[config.mk]
export PLATFORM = sky130hd
export DESIGN_NAME = execution_branch_resolve
export DESIGN_NICKNAME = d
export VERILOG_FILES = /design/src/rtl/execution_branch_resolve.sv
export SDC_FILE = /design/constraint.sdc
export NUM_CORES = 1
export LEC_CHECK = 0
export CORE_MARGIN = 3
export CORE_UTILIZATION = 40
export CTS_CLUSTER_SIZE = 30
export DETAILED_ROUTE_END_ITERATION = 8
export PLACE_DENSITY = 0.76
export SETUP_SLACK_MARGIN = 0.15
export SLEW_MARGIN = 20
export SYNTH_ARGS = -nofsm -noshare
export SYNTH_HDL_FRONTEND = slang
export SYNTH_SLANG_ARGS = --single-unit
export TNS_END_PERCENT = 10
[constraint.sdc]
create_clock -name clk -period 2.2 [get_ports clk]
set_input_delay 0.22 -clock clk [delete_from_list [all_inputs] [get_ports clk]]
set_output_delay 0.22 -clock clk [all_outputs]
set_load 0.01 [all_outputs]
[src/rtl/execution_branch_resolve.sv]
// EX/MEM register with branch resolution: computes the target and the taken decision, and squashes the wrong-path slot.
// Latency 1 cycle, all outputs come from flops; stall holds every flop and flush kills the capture (flush wins).
module execution_branch_resolve #(
   // Lowering this only moves the saturation point of taken_count; keep the default for the full 16-bit range.
   parameter logic [15:0] CNT_SAT = 16'hFFFF
) (
   input  logic        clk,
   input  logic        rst_n,
   input  logic        stall,
   input  logic        flush,
   input  logic        ex_valid,
   input  logic [31:0] ex_pc_plus4,
   input  logic [31:0] ex_offset_shifted,
   input  logic        ex_branch,
   input  logic        ex_branch_ne,
   input  logic        ex_zero,
   input  logic [31:0] ex_alu_result,
   input  logic [31:0] ex_write_data,
   input  logic [4:0]  ex_write_reg,
   input  logic        ex_reg_write,
   input  logic        ex_mem_read,
   input  logic        ex_mem_write,
   input  logic        ex_mem_to_reg,
   output logic        mem_valid,
   output logic        mem_pc_src,
   output logic [31:0] mem_branch_target,
   output logic [31:0] mem_alu_result,
   output logic [31:0] mem_write_data,
   output logic [4:0]  mem_write_reg,
   output logic        mem_reg_write,
   output logic        mem_mem_read,
   output logic        mem_mem_write,
   output logic        mem_mem_to_reg,
   output logic        flush_out,
   output logic [15:0] taken_count
);

   typedef struct packed {
      logic reg_write;
      logic mem_read;
      logic mem_write;
      logic mem_to_reg;
   } ctrl_t;

   logic [31:0] w_target;
   logic        w_taken;
   ctrl_t       w_ex_ctrl;

   logic        r_valid;
   logic        r_pc_src;
   logic        r_squash;
   logic [31:0] r_target;
   logic [31:0] r_alu_result;
   logic [31:0] r_write_data;
   logic [4:0]  r_write_reg;
   ctrl_t       r_ctrl;
   logic [15:0] r_taken_count;

   assign w_target  = ex_pc_plus4 + ex_offset_shifted;
   assign w_taken   = ex_valid & ex_branch & (ex_zero ^ ex_branch_ne);
   assign w_ex_ctrl = '{reg_write: ex_reg_write, mem_read: ex_mem_read,
                        mem_write: ex_mem_write, mem_to_reg: ex_mem_to_reg};

   always_ff @(posedge clk or negedge rst_n) begin
      if (!rst_n) begin
         r_valid       <= 1'b0;
         r_pc_src      <= 1'b0;
         r_squash      <= 1'b0;
         r_target      <= '0;
         r_alu_result  <= '0;
         r_write_data  <= '0;
         r_write_reg   <= '0;
         r_ctrl        <= '0;
         r_taken_count <= '0;
      end else if (flush) begin
         r_valid  <= 1'b0;
         r_pc_src <= 1'b0;
         r_ctrl   <= '0;
         r_squash <= 1'b0;
      end else if (!stall) begin
         if (r_squash) begin
            // Slot behind a taken branch is wrong-path: capture a bubble.
            r_valid  <= 1'b0;
            r_pc_src <= 1'b0;
            r_ctrl   <= '0;
            r_squash <= 1'b0;
         end else begin
            r_valid      <= ex_valid;
            r_pc_src     <= w_taken;
            r_squash     <= w_taken;
            r_target     <= w_target;
            r_alu_result <= ex_alu_result;
            r_write_data <= ex_write_data;
            r_write_reg  <= ex_write_reg;
            r_ctrl       <= ex_valid ? w_ex_ctrl : '0;
            if (w_taken && (r_taken_count != CNT_SAT)) begin
               r_taken_count <= r_taken_count + 16'd1;
            end
         end
      end
   end

   assign mem_valid         = r_valid;
   assign mem_pc_src        = r_pc_src;
   assign flush_out         = r_pc_src;
   assign mem_branch_target = r_target;
   assign mem_alu_result    = r_alu_result;
   assign mem_write_data    = r_write_data;
   assign mem_write_reg     = r_write_reg;
   assign mem_reg_write     = r_ctrl.reg_write;
   assign mem_mem_read      = r_ctrl.mem_read;
   assign mem_mem_write     = r_ctrl.mem_write;
   assign mem_mem_to_reg    = r_ctrl.mem_to_reg;
   assign taken_count       = r_taken_count;

endmodule

==> metrics.txt <==
TritonCTS clock tree=done; cell area after synthesis=between 0.006 and 0.007 mm²; crit path kind=input port to flip-flop; Synth Register Bits=123; Worst EP arrival=~2.4 ns; IO Count=about 270; Die Ht=133 µm; drt first pass iters=5; Starting Density=0.418; Rel. slew slack=0.603; power density cells=between 700 and 800 mW/mm²; syn_nets=~900; vias in the first global route=roughly 6400; Avg Cell Area, Syn=approximately 8.7 µm²; Required @ worst endpoint=between 2 and 3 ns; worst vdd ir=0.518 mV; routed vias=~6700; die width=133 µm; CTS HTree Levels=4; FFs w/ async S/R, synth=1.00; Clock Skew=0.00752 ns; final worst slack=0.130 ns; main area contributors after synthesis=dfrtp_1 48%, nand2_1 16%, ha_1 6.2%; layout cells sized above 1=0.173; setup_tns=0 ns; predominant post-synthesis flop cell=dfrtp_1; Max Cap Viol=0; Int Pwr=5.79 mW; distinct cell type count after synthesis=between 50 and 60; Filler Cells Inserted=1118; RSZ-0062 raised after global routing=true; final WL=roughly 21000 µm; Synth Warn #=0; Final Cycle Share=0.941; WL/cell=around 16 µm; post-route ant nets=0; Num CTS Buffers=17; Nets=~1300; Synth top cells by count=276 x nand2_1, 123 x dfrtp_1, 32 x a21oi_1, 32 x ha_1, 31 x o21ai_0; GRT overflow=0; clock latency on the worst-skew pair=just over 0.4 ns; switch share=0.291; Core Area=0.0155 mm²; most frequent cell after synthesis=nand2_1; Critical Path Start Type=input port; min Tclk post-route=2.07 ns; EDFF count, synth=0; detailed placement HPWL=15300 µm; post-synthesis sequential area ratio=0.476; Multi-input gate area=about 0.0036 mm²; status=completed; clock sink count=123; # rows=45; Leakage=between 5 and 6 nW; initial antenna violation count=0; Clock Pin Slew Worst Setup and Hold Paths=~0.06 ns; clock root buffer=clkbuf_16; first-pass GRT wire length=32400 µm; sequential share of power=0.343; CP Capture Type=flip-flop; combinational power share=0.305; Die ar.=around 0.018 mm²; Highest Clock Rate=0.483 GHz; # port buffers=~270; final hold vios=0; Gate Count Post-Synth=between 700 and 800; HP Class=input port to flip-flop; Slew @ Worst Pin=0.596 ns; initial DRC count=between 200 and 250; area delta synth->final=72.6%; largest net degree at the start of global routing=55; post-synth top area share=0.476; Clock power frac=0.353; Worst Path Max Fanout=4; P_sw=2.38 mW; Final Max Tran Viols=0; Clock Tree Buf Depth=2; Vias/cell=5.03; overall power=approximately 8.2 mW; dpl ws=-0.435 ns; placer congestion estimate=approximately 0.86; n_diodes=0; post-synth top area cell=dfrtp_1; register area=0.00308 mm²; gr usage total=0.224; final setup fails=0; DRC=0
layer usage:
metal	vias to the layer above	track usage	routed length, µm
met1	3174	0.277	8730
met4	0	0.0680	376
met3	34	0.0412	1060
li1	3249	-	-
met2	226	0.400	11300
met5	-	0	0
cell type report:
class / count / share of cell area
Inverter: 12 / 0.00404
Tap cell: 211 / 0.0237
Timing Repair Buffer: 375 / 0.321
Clock inverter: 13 / 0.0150
Clock buffer: 18 / 0.0393
Multi-Input combinational cell: 576 / 0.321
Sequential cell: 123 / 0.276
critical path: stages:
cell and delay, ns:
clkdlybuf4s50_1 0.41, ha_1 0.34, a21oi_2 0.08, buf_4 0.14, o211ai_1 0.14, nand4_1 0.19, buf_4 0.19, a21o_4 0.22
o211ai_1 0.19, xnor2_1 0.15, o21ai_1 0.09
cell families (layout without fill, tap and decap cells):
| logic type | Yosys count | count (layout) | share of synthesized area |
|---|---|---|---|
| adders and majority gates | 33 | 33 | 0.0650 |
| and+or+nand+nor | 366 | 366 | 0.238 |
| DFF | 123 | 123 | 0.476 |
| buffers and inverters | 43 | 418 | 0.0259 |
| muxes | 3 | 3 | 0.00484 |
| xor gates and xnor gates | 39 | 39 | 0.0528 |
| AOI/OAI and AO/OA | 135 | 135 | 0.138 |
power by group through the flow:
stage	Clock, mW	Combinational, mW	Sequential (mW)
2_1_floorplan	0	0.760	2.98
3_3_place_gp	0	2.30	2.82
3_5_place_dp	0	2.33	2.83
4_1_cts	2.94	2.38	2.80
5_1_grt	3.02	2.69	2.85
6_report	2.88	2.49	2.80
stage by stage:
stage	instance area, µm²	hold slack [ns]	util	instances
2_1_floorplan	6480	-0.0756	-	742
4_1_cts	10700	0.317	0.693	1317
5_1_grt	11200	0.211	0.721	1328
3_5_place_dp	10000	0.251	0.648	1283
6_report	11200	0.202	0.721	1328
3_3_place_gp	10000	0.253	0.648	1283
timing repair:
action	4_1_cts	5_1_grt
resized for setup	19	74
hold buffers	1	0
buffers inserted	2	11
pin swaps	20	41
setup endpoints to repair	13	26
endpoints found under the hold margin	39	0
worst paths after layout:
path / from / to / slack (ns) / cells past startpoint
min in group asynchronous: rst_n / mem_alu_result[7] / 0.35 / 2
max in group asynchronous: rst_n / mem_write_data[8] / 1.22 / 3
min reg2reg: mem_branch_target[6] / mem_branch_target[6] / 0.47 / 2
max reg2reg: taken_count[5] / taken_count[1] / 0.24 / 6
max: ex_pc_plus4[6] / mem_branch_target[27] / 0.13 / 11
min: ex_pc_plus4[0] / mem_branch_target[0] / 0.20 / 4
placed cells by master, fill, tap and decap left out, drive strengths merged, types with 7 or more instances in the layout:
cell type and n:
nand2 276, clkdlybuf4s50 232, xnor2 21, a31oi 8
clkbuf 18, a21oi 33, ha 32, xor2 18
inv 15, nand3 13, a21o 17, o21ai 33
dlymetal6s2s 29, a211oi 7, dfrtp 123, nand4 11
buf 107, and2 7, o211ai 9, nor3 7
nor2 28
Power figures use the tool's default switching activity.
